<file path="src/rtl/tt_loader_pkg.sv">
// Shared types for the operand loader: FSM states, the buffered pair record
// and the parity helper. The pair record carries parity bits only when
// TT_LOADER_PARITY_EN is defined.
package tt_loader_pkg;

    localparam int LOADER_WIDTH = 8;

    typedef enum logic {
        IDLE   = 1'b0,
        HAVE_A = 1'b1
    } loader_state_t;

    typedef struct packed {
        logic [LOADER_WIDTH-1:0] a;
        logic [LOADER_WIDTH-1:0] b;
`ifdef TT_LOADER_PARITY_EN
        logic [1:0]              par;   // {par_b, par_a}
`endif
    } operand_pair_t;

    // Even-parity bit: set when the operand has an odd number of ones.
    function automatic logic even_par(input logic [LOADER_WIDTH-1:0] v);
        return ^v;
    endfunction

endpackage

</file>
<file path="src/rtl/tt_operand_loader_if.sv">
// Byte-input and pair-output handshake bundle of the operand loader.
// The loader takes the slave view; the producer/consumer side takes master.
interface tt_operand_loader_if #(
    parameter int WIDTH = 8
);
    logic [WIDTH-1:0] in_data;
    logic             in_strobe;
    logic             in_ready;
    logic             out_valid;
    logic             out_ready;
    logic [WIDTH-1:0] out_a;
    logic [WIDTH-1:0] out_b;
    logic [1:0]       out_par;

    modport master (
        output in_data, in_strobe, out_ready,
        input  in_ready, out_valid, out_a, out_b, out_par
    );

    modport slave (
        input  in_data, in_strobe, out_ready,
        output in_ready, out_valid, out_a, out_b, out_par
    );
endinterface

</file>
<file path="src/rtl/tt_pair_fifo.sv">
// DEPTH-entry synchronous FIFO of operand pairs. Head is read combinationally
// so a pair pushed at edge N is visible right after edge N; head reads as
// zero while empty. Push on a full FIFO is accepted only with a same-cycle pop.
module tt_pair_fifo
    import tt_loader_pkg::*;
#(
    parameter int DEPTH = 2
) (
    input  logic          clk,
    input  logic          rst,
    input  logic          push,
    input  logic          pop,
    input  operand_pair_t din,
    output logic          full,
    output logic          empty,
    output operand_pair_t head
);
    localparam int PTR_W = (DEPTH > 1) ? $clog2(DEPTH) : 1;
    localparam int CNT_W = PTR_W + 1;

    operand_pair_t    mem [DEPTH];
    logic [PTR_W-1:0] wr_ptr_reg;
    logic [PTR_W-1:0] rd_ptr_reg;
    logic [CNT_W-1:0] count_reg;
    logic             do_push;
    logic             do_pop;

    assign full    = (count_reg == CNT_W'(DEPTH));
    assign empty   = (count_reg == '0);
    assign do_pop  = pop & ~empty;
    assign do_push = push & (~full | do_pop);
    assign head    = empty ? '0 : mem[rd_ptr_reg];

    // Storage: each entry is written only when the write pointer selects it.
    generate
        for (genvar gi = 0; gi < DEPTH; gi++) begin : g_entry
            // Capture the incoming pair into this slot.
            always_ff @(posedge clk) begin
                if (do_push && (wr_ptr_reg == PTR_W'(gi))) begin
                    mem[gi] <= din;
                end
            end
        end
    endgenerate

    // Pointers wrap naturally since DEPTH is a power of two; count tracks occupancy.
    always_ff @(posedge clk or posedge rst) begin
        if (rst) begin
            wr_ptr_reg <= '0;
            rd_ptr_reg <= '0;
            count_reg  <= '0;
        end else begin
            if (do_push) wr_ptr_reg <= wr_ptr_reg + PTR_W'(1);
            if (do_pop)  rd_ptr_reg <= rd_ptr_reg + PTR_W'(1);
            case ({do_push, do_pop})
                2'b10:   count_reg <= count_reg + CNT_W'(1);
                2'b01:   count_reg <= count_reg - CNT_W'(1);
                default: count_reg <= count_reg;
            endcase
        end
    end

endmodule

</file>
<file path="src/rtl/tt_operand_loader.sv">
// Operand loader: pairs A then B bytes from a shared bus, queues the pairs
// and presents them over valid/ready. Flags dropped bytes (ovf) and stale
// half-pairs discarded by the timeout (tmo).
// Optional macro TT_LOADER_PARITY_EN: store per-pair parity and drive out_par.
module tt_operand_loader
    import tt_loader_pkg::*;
#(
    parameter int WIDTH   = LOADER_WIDTH,   // pair record is sized by LOADER_WIDTH
    parameter int DEPTH   = 2,
    parameter int TIMEOUT = 255
) (
    input  logic                clk,
    input  logic                rst,
    input  logic                flag_clr,
    output logic                ovf,
    output logic                tmo,
    tt_operand_loader_if.slave  bus
);
    localparam int TMO_W = (TIMEOUT > 1) ? $clog2(TIMEOUT) : 1;

    loader_state_t    state_reg, state_next;
    logic [WIDTH-1:0] a_reg, a_next;
    logic [TMO_W-1:0] cnt_reg, cnt_next;
    logic             ovf_reg, tmo_reg;

    logic             fifo_full, fifo_empty;
    logic             pop, push, accept, timeout_hit, tmo_set, ovf_set;
    operand_pair_t    pair_in, head;

    assign pop         = ~fifo_empty & bus.out_ready;
    assign bus.in_ready = (state_reg == IDLE) | ~fifo_full | pop;
    assign accept      = bus.in_strobe & bus.in_ready;
    assign push        = (state_reg == HAVE_A) & accept;
    assign ovf_set     = bus.in_strobe & ~bus.in_ready;
    assign timeout_hit = (TIMEOUT != 0) && (state_reg == HAVE_A) && !accept &&
                         (cnt_reg == TMO_W'(TIMEOUT - 1));

    // Pair assembly: B comes straight off the bus in the cycle it is accepted.
    always_comb begin
        pair_in   = '0;
        pair_in.a = a_reg;
        pair_in.b = bus.in_data;
`ifdef TT_LOADER_PARITY_EN
        pair_in.par = {even_par(bus.in_data), even_par(a_reg)};
`endif
    end

    // Next-state logic: capture A, then B; a B strobe beats a same-cycle timeout.
    always_comb begin
        state_next = state_reg;
        a_next     = a_reg;
        cnt_next   = cnt_reg;
        tmo_set    = 1'b0;
        case (state_reg)
            IDLE: begin
                if (accept) begin
                    state_next = HAVE_A;
                    a_next     = bus.in_data;
                    cnt_next   = '0;
                end
            end
            HAVE_A: begin
                if (accept) begin
                    state_next = IDLE;
                end else if (timeout_hit) begin
                    state_next = IDLE;
                    tmo_set    = 1'b1;
                end else if (cnt_reg != {TMO_W{1'b1}}) begin
                    cnt_next = cnt_reg + TMO_W'(1);
                end
            end
            default: state_next = IDLE;
        endcase
    end

    // State, held operand A and the half-pair age counter.
    always_ff @(posedge clk or posedge rst) begin
        if (rst) begin
            state_reg <= IDLE;
            a_reg     <= '0;
            cnt_reg   <= '0;
        end else begin
            state_reg <= state_next;
            a_reg     <= a_next;
            cnt_reg   <= cnt_next;
        end
    end

    // Sticky error flags; a set event in the same cycle overrides a clear.
    always_ff @(posedge clk or posedge rst) begin
        if (rst) begin
            ovf_reg <= 1'b0;
            tmo_reg <= 1'b0;
        end else begin
            if (ovf_set)       ovf_reg <= 1'b1;
            else if (flag_clr) ovf_reg <= 1'b0;
            if (tmo_set)       tmo_reg <= 1'b1;
            else if (flag_clr) tmo_reg <= 1'b0;
        end
    end

    tt_pair_fifo #(
        .DEPTH (DEPTH)
    ) u_fifo (
        .clk   (clk),
        .rst   (rst),
        .push  (push),
        .pop   (pop),
        .din   (pair_in),
        .full  (fifo_full),
        .empty (fifo_empty),
        .head  (head)
    );

    assign bus.out_valid = ~fifo_empty;
    assign bus.out_a     = head.a;
    assign bus.out_b     = head.b;
`ifdef TT_LOADER_PARITY_EN
    assign bus.out_par   = head.par;
`else
    assign bus.out_par   = 2'b00;
`endif
    assign ovf           = ovf_reg;
    assign tmo           = tmo_reg;

endmodule

</file>
<file path="src/flat_wrapper.sv">
// flat-port wrapper written by rule: the top's interface ports become plain ports
module tt_operand_loader_flat import tt_loader_pkg::*;
#(
    parameter int WIDTH   = LOADER_WIDTH,                                          
    parameter int DEPTH   = 2,
    parameter int TIMEOUT = 255
)
  (clk, rst, flag_clr, ovf, tmo, bus_in_data, bus_in_strobe, bus_out_ready, bus_in_ready, bus_out_valid, bus_out_a, bus_out_b, bus_out_par);
  tt_operand_loader_if #(.WIDTH(WIDTH)) bus_i ();
  input  logic clk;
  input  logic rst;
  input  logic flag_clr;
  output logic ovf;
  output logic tmo;
  input wire logic [$bits(bus_i.in_data)-1:0] bus_in_data;
  input wire logic [$bits(bus_i.in_strobe)-1:0] bus_in_strobe;
  input wire logic [$bits(bus_i.out_ready)-1:0] bus_out_ready;
  output wire logic [$bits(bus_i.in_ready)-1:0] bus_in_ready;
  output wire logic [$bits(bus_i.out_valid)-1:0] bus_out_valid;
  output wire logic [$bits(bus_i.out_a)-1:0] bus_out_a;
  output wire logic [$bits(bus_i.out_b)-1:0] bus_out_b;
  output wire logic [$bits(bus_i.out_par)-1:0] bus_out_par;
  assign bus_i.in_data = bus_in_data;
  assign bus_i.in_strobe = bus_in_strobe;
  assign bus_i.out_ready = bus_out_ready;
  assign bus_in_ready = bus_i.in_ready;
  assign bus_out_valid = bus_i.out_valid;
  assign bus_out_a = bus_i.out_a;
  assign bus_out_b = bus_i.out_b;
  assign bus_out_par = bus_i.out_par;
  tt_operand_loader #(.WIDTH(WIDTH), .DEPTH(DEPTH), .TIMEOUT(TIMEOUT)) u_core (.clk(clk), .rst(rst), .flag_clr(flag_clr), .ovf(ovf), .tmo(tmo), .bus(bus_i));
endmodule
</file>
<file path="config.mk">
export PLATFORM = sky130hd
export DESIGN_NAME = tt_operand_loader_flat
export DESIGN_NICKNAME = d
export VERILOG_FILES = /design/src/rtl/tt_loader_pkg.sv /design/src/rtl/tt_operand_loader_if.sv /design/src/rtl/tt_pair_fifo.sv /design/src/rtl/tt_operand_loader.sv /design/src/flat_wrapper.sv
export SDC_FILE = /design/constraint.sdc
export NUM_CORES = 1
export LEC_CHECK = 0
export CORE_ASPECT_RATIO = 1.4
export CORE_MARGIN = 1.5
export CORE_UTILIZATION = 58
export CTS_CLUSTER_SIZE = 30
export DETAILED_ROUTE_END_ITERATION = 6
export PLACE_DENSITY = 0.84
export SYNTH_ARGS = -nofsm -noshare
export SYNTH_HDL_FRONTEND = slang
export SYNTH_HIERARCHICAL = 1
export SYNTH_SLANG_ARGS = --single-unit
export TNS_END_PERCENT = 100
</file>
<file path="constraint.sdc">
create_clock -name clk -period 6.1 [get_ports clk]
set_input_delay 1.22 -clock clk [delete_from_list [all_inputs] [get_ports clk]]
set_output_delay 1.22 -clock clk [all_outputs]
set_load 0.05 [all_outputs]
</file>
==> results.sh, run 1 <==
export IMPL_r2r_slack_ns=3.51
export IMPL_slowest_stage="clkdlybuf4s50_1"
export IMPL_dp_hpwl_microns=3030
export IMPL_cts_resized_gates=0
export IMPL_max_freq_mhz=255
export IMPL_slowest_delay_ns=0.80
export IMPL_drtIter0Drc=48
export IMPL_antenna_cells=0
export IMPL_synth_edf_count=32
export IMPL_period_needed_ns=3.92
export IMPL_clk_latency_ns=0.30
export IMPL_cp_startpoint="bus_out_ready"
export IMPL_final_cells=286
export IMPL_clkTransAtPathRegs_ns=0.09
export IMPL_async_flop_share=0.418
export IMPL_cts_tree="built"
export IMPL_maxSlewViolCount=0
export IMPL_crit_path_end_kind="primary output"
export IMPL_die_area_sq_um=4610
export IMPL_ys_seq_area_frac=0.629
export IMPL_ff_latch_area_sq_um=1540
export IMPL_vias_per_cell=5.65
export IMPL_syn_cell_area_sq_um=2440
export IMPL_postCtsSetupBuffers=0
export IMPL_wire_per_inst_microns=15.1
export IMPL_post_route_period_util=0.643
export IMPL_reg2reg_depth=7
export IMPL_htreeDepth=2
export IMPL_final_area_sq_um=2870
export IMPL_ys_ff_latch=55
export IMPL_reg2reg_to="u_core/u_fifo/mem[0][0]"
export IMPL_cts_sinks=55
export IMPL_multi_input_area_sq_um=816
export IMPL_maxCapViolations=0
export IMPL_largest_register_ffs=32
export IMPL_tns_ns=0
export IMPL_crit_chain="clkdlybuf4s50_1, nand2b_4, nand3_1, clkdlybuf4s50_1"
export IMPL_hold_buffers=0
export IMPL_antenna_left=0
export IMPL_numCtsBuffers=5
export IMPL_rows=27
export IMPL_io_buffers=32
export IMPL_drc=8
export IMPL_fill_cells=275
export IMPL_pwr_density_cell_nw_per_um2=493
export IMPL_worst_setup_path_start_kind="input port"
export IMPL_finalHoldViolations=0
export IMPL_grt_pass1_wl_microns=7220
export IMPL_critical_path_class="in -> out"
export IMPL_worstPathMaxFanout=6
export IMPL_final_setup_viol_count=0
export IMPL_violations="DRC"
export IMPL_synth_main_ff_cell="edfxtp_1"
export IMPL_crit_arrival_ns=2.70
export IMPL_die_width_microns=57.8
export IMPL_gr_usage_all_layers=0.210
export IMPL_placed_area_sq_um=2770
export IMPL_nets=257
export IMPL_synthCells=209
export IMPL_drive_above_1_share=0.0823
export IMPL_worst_slack_ns=2.18
export IMPL_yosysUniqueCellTypes=41
export IMPL_via_count=1615
export IMPL_die_height_microns=79.8
export IMPL_avgSynthCellArea_sq_um=11.7
export IMPL_firstDrtPassIters=6
export IMPL_yosysWarningCount=6
export IMPL_p_leak_nw=1.16
export IMPL_grt_max_degree=20
export IMPL_syn_to_final_growth_pct=17.3
export IMPL_antenna_found_initial=0
export IMPL_place_ws_ns=2.18
export IMPL_rsz0062_at_grt="false"
export IMPL_ios=35
export IMPL_core_area_sq_um=3990
export IMPL_reg2reg_from="u_core/u_fifo/count_reg[0]"
export IMPL_relSlewSlack=0.382
export IMPL_initial_core_util=0.613
export IMPL_fin_skew_ns=0.00438
export IMPL_status="finished with violations"
export IMPL_vdd_drop_max_uv=232
export IMPL_dp_cells=278
export IMPL_routabilityCongestion=0.782
export IMPL_crit_top_cell="clkdlybuf4s50_1"
export IMPL_cts_root_buffer="clkbuf_8"
export IMPL_cts_path_max_buffers=2
export IMPL_worst_hold_path_type="reg -> reg"
export IMPL_whs_ns=0.476
export IMPL_tightest_slew_ns=0.927
export IMPL_grt_overflow=0
export IMPL_crit_end="bus_in_ready"
export IMPL_wl_microns=4310
export IMPL_crit_required_ns=4.88
export IMPL_grt_pass1_vias=1621
==> through the flow <==
stage | util | power [mW]
floorplan | - | 1.04
global placement | 0.695 | 1.20
detailed placement | 0.695 | 1.22
CTS | 0.719 | 1.42
global route | 0.719 | 1.48
finish | 0.719 | 1.41
==> layout by cell type (no fill, tap or decap), types with 2 or more instances in the layout <==
| cell type | n |
|---|---|
| inv_1 | 9 |
| clkdlybuf4s50_1 | 32 |
| and3_2 | 2 |
| dfrtp_1 | 23 |
| mux2i_1 | 19 |
| nand2_1 | 39 |
| nor3_1 | 3 |
| o311a_1 | 2 |
| clkbuf_8 | 6 |
| nand2b_1 | 3 |
| xnor2_1 | 2 |
| o22ai_1 | 2 |
| conb_1 | 2 |
| nand3_1 | 5 |
| ha_1 | 2 |
| nor4_1 | 2 |
| nor2_1 | 26 |
| edfxtp_1 | 32 |
| a21oi_1 | 8 |
==> synthesized netlist by cell type, drive strengths merged (2+ instances only) <==
master,instances,share of area
nor2,27,0.043
nor4,2,0.0051
nand2,40,0.063
edfxtp,32,0.39
nor3,3,0.0061
o22ai,2,0.0051
nand3,6,0.014
inv,10,0.015
and3,2,0.0061
ha,2,0.010
buf,8,0.023
a21oi,9,0.020
o311a,2,0.0082
dfrtp,23,0.24
xnor2,2,0.0072
mux2i,19,0.078
nand2b,4,0.013
==> metal layers <==
| layer | up-vias | wire length, microns | GRT usage |
|---|---|---|---|
| met5 | - | 0 | 0 |
| met4 | 0 | 70 | 0.0721 |
| met3 | 9 | 198 | 0.0486 |
| met2 | 53 | 2350 | 0.383 |
| met1 | 763 | 1700 | 0.236 |
| li1 | 790 | - | - |
==> how the worst min path moves through the flow <==
stage | cells past startpoint | slack (ns) | endpoint | startpoint
after CTS | 0 | 0.48 | u_core/u_fifo/mem[0][12] | u_core/a_reg[4]
after floorplan | 0 | 0.44 | u_core/u_fifo/mem[0][10] | u_core/a_reg[2]
after detailed placement | 0 | 0.46 | u_core/u_fifo/mem[1][12] | u_core/a_reg[4]
after global placement | 0 | 0.45 | u_core/u_fifo/mem[1][9] | u_core/a_reg[1]
after global routing | 0 | 0.50 | u_core/u_fifo/mem[0][8] | u_core/a_reg[0]
final | 0 | 0.48 | u_core/u_fifo/mem[0][12] | u_core/a_reg[4]
==> report_power, final <==
group / total, mW / switching, mW / internal [mW] / leakage (nW)
clock: 0.200 / 0.109 / 0.0907 / 0.0449
combinational: 0.640 / 0.415 / 0.225 / 0.527
sequential: 0.571 / 0.0835 / 0.488 / 0.590
total: 1.41 / 0.608 / 0.803 / 1.16
==> logic make-up (layout without fill, tap and decap cells) <==
group | count (synthesis) | after routing | synth area share
and+or+nand+nor | 88 | 88 | 0.163
other | 1 | 2 | 0.00154
buffers and inverters | 18 | 51 | 0.0384
AOI/OAI and AO/OA | 23 | 23 | 0.0687
xor gates and xnor gates | 3 | 3 | 0.0108
DFF | 55 | 55 | 0.629
muxes | 19 | 19 | 0.0779
adders and majority gates | 2 | 2 | 0.0102
==> critical path: cells and delay by family <==
kind / cells / cell delay, ns
buffers and inverters: 2 / 1.31
AND/OR/NAND/NOR: 2 / 0.17
==> area by class of cell <==
cell class / count / area share
clock buffers: 6 / 0.0288
multi-input cells: 137 / 0.285
inverters: 10 / 0.0131
clock inverters: 2 / 0.00393
flip-flops and latches: 55 / 0.536
repair buffers: 33 / 0.114
well taps: 43 / 0.0188
(Power assumes the default switching activity.)
==> run 2: changes to the inputs <==
- CORE_UTILIZATION: 58 -> 54
- PLACE_DENSITY: 0.84 -> 0.79
- clock period: 6.1 -> 3.9 ns (I/O delays scaled with it)
==> run 2 against run 1 <==
Net effect:
- the run now ends clean
- cell count up 6.3%
- count of clock-buffer cells in the layout decreased by 1
- highest routed layer unchanged
- critical endpoint unchanged
- sequential power increased by 49%
- sequential share of layout area decreased by 0.35 points
- global-route usage down 1.5 points
- utilization decreased by 4.4 points
- register-to-register slack worse by 2.2 ns
- non-clock buffer count rose by 1
- first-iteration DRC count shrank 19%
- cell area is 0.66% higher
- clock skew grew 0.0046 ns
- clock power increased by 47%
==> results.sh, run 2 (same netlist as run 1, synthesis figures left out) <==
export IMPL_status="complete, no violations"
export IMPL_antenna_left=0
export IMPL_critPathTopFamily="simple AND/OR/NAND/NOR gates"
export IMPL_cts_sinks=55
export IMPL_largest_register_ffs=32
export IMPL_nets=258
export IMPL_numCtsBuffers=5
export IMPL_cts_path_max_buffers=2
export IMPL_cts_resized_gates=0
export IMPL_io_buffers=32
export IMPL_tightest_slew_ns=0.806
export IMPL_gr_usage_all_layers=0.195
export IMPL_vdd_drop_max_uv=371
export IMPL_maxSlewViolCount=0
export IMPL_crit_chain="nor2_2, nand2b_4, nand3_1, clkdlybuf4s50_1"
export IMPL_wl_microns=4400
export IMPL_rsz0062_at_grt="false"
export IMPL_clk_latency_ns=0.30
export IMPL_period_needed_ns=3.27
export IMPL_antenna_cells=0
export IMPL_vias_per_cell=5.34
export IMPL_worstPathMaxFanout=18
export IMPL_die_area_sq_um=4940
export IMPL_final_common_cell="nand2_1"
export IMPL_r2r_slack_ns=1.33
export IMPL_worst_hold_path_type="reg -> reg"
export IMPL_die_height_microns=82.6
export IMPL_initial_core_util=0.571
export IMPL_htreeDepth=2
export IMPL_grt_pass1_vias=1602
export IMPL_layout_common_cells="nand2_1 (39), clkdlybuf4s50_1 (32), edfxtp_1 (32)"
export IMPL_pwr_density_cell_nw_per_um2=760
export IMPL_max_freq_mhz=306
export IMPL_drive_above_1_share=0.0820
export IMPL_postCtsSetupBuffers=0
export IMPL_core_area_sq_um=4270
export IMPL_wire_per_inst_microns=14.5
export IMPL_tns_ns=0
export IMPL_post_route_period_util=0.839
export IMPL_crit_arrival_ns=2.49
export IMPL_worst_setup_path_start_kind="register"
export IMPL_slowest_stage="clkdlybuf4s50_1"
export IMPL_routabilityCongestion=0.791
export IMPL_slowest_delay_ns=0.72
export IMPL_dp_cells=296
export IMPL_cts_tree="built"
export IMPL_crit_buf_inv=1
export IMPL_final_cells=304
export IMPL_post_route_util=0.675
export IMPL_syn_to_final_growth_pct=18.1
export IMPL_rows=28
export IMPL_hold_buffers=0
export IMPL_drtIter0Drc=39
export IMPL_dp_hpwl_microns=3110
export IMPL_grt_pass1_wl_microns=7070
export IMPL_crit_path_end_kind="primary output"
export IMPL_finalHoldViolations=0
export IMPL_die_width_microns=59.8
export IMPL_finalPower_mw=2.19
export IMPL_cts_root_buffer="clkbuf_8"
export IMPL_drc=0
export IMPL_firstDrtPassIters=4
export IMPL_whs_ns=0.478
export IMPL_critical_path_class="reg -> out"
export IMPL_p_leak_nw=1.16
export IMPL_final_setup_viol_count=0
export IMPL_crit_required_ns=3.12
export IMPL_antenna_found_initial=0
export IMPL_relSlewSlack=0.462
export IMPL_maxCapViolations=0
export IMPL_via_count=1624
export IMPL_fin_skew_ns=0.00896
export IMPL_grt_max_degree=20
export IMPL_grt_overflow=0
export IMPL_ios=35
export IMPL_clkTransAtPathRegs_ns=0.09
run 2: changes by cell type in the layout (fill, tap and decap cells not counted):
cell	before	now
clkinv_1	1	2
buf_4	1	2
clkbuf_8	6	5
run 2: where the power goes:
group          total, mW  switching [mW]  leakage (nW)  internal [mW]
logic               1.05           0.694         0.532          0.356
registers          0.850          0.0863         0.590          0.764
clock network      0.293           0.171        0.0392          0.122
total               2.19           0.951          1.16           1.24
run 2: per-stage QoR:
step / area, sq um / worst slack (ns)
after floorplan: 2450 / 1.49
after global placement: 2800 / 0.864
after detailed placement: 2800 / 0.864
after CTS: 2880 / 0.578
after global routing: 2880 / 0.514
final: 2880 / 0.628
run 2: worst reg2reg max path, stage by stage, from the launching register on:
cell	delay, ns
dfrtp_1	0.46
nor2_2	0.62
nand2b_4	0.30
inv_1	0.12
or3b_1	0.39
and3_2	0.38
run 2: layer usage:
metal	wire, microns	track usage
met3	189	0.0343
met2	2450	0.379
met1	1690	0.199
met4	63	0.0778
met5	0	0
run 2: path summary, 6_finish.rpt:
path | startpoint | end | cells past startpoint
min in group asynchronous | rst | u_core/u_fifo/count_reg[0] | 2
hold reg to reg | u_core/a_reg[5] | u_core/u_fifo/mem[1][13] | 0
setup / recovery | u_core/u_fifo/count_reg[0] | bus_in_ready | 4
hold / removal | u_core/a_reg[5] | u_core/u_fifo/mem[1][13] | 0
max in group asynchronous | rst | u_core/cnt_reg[0] | 2
setup reg to reg | u_core/u_fifo/count_reg[0] | u_core/u_fifo/mem[1][12] | 5
run 2: cell type report:
cell class | count | area (sq um)
Clock inverter | 3 | 15.0
Sequential cell | 55 | 1540
Fill cell | 348 | 1390
Clock buffer | 5 | 68.8
Multi-Input combinational cell | 137 | 816
Tap cell | 60 | 75.1
Inverter | 10 | 37.5
Timing Repair Buffer | 34 | 335
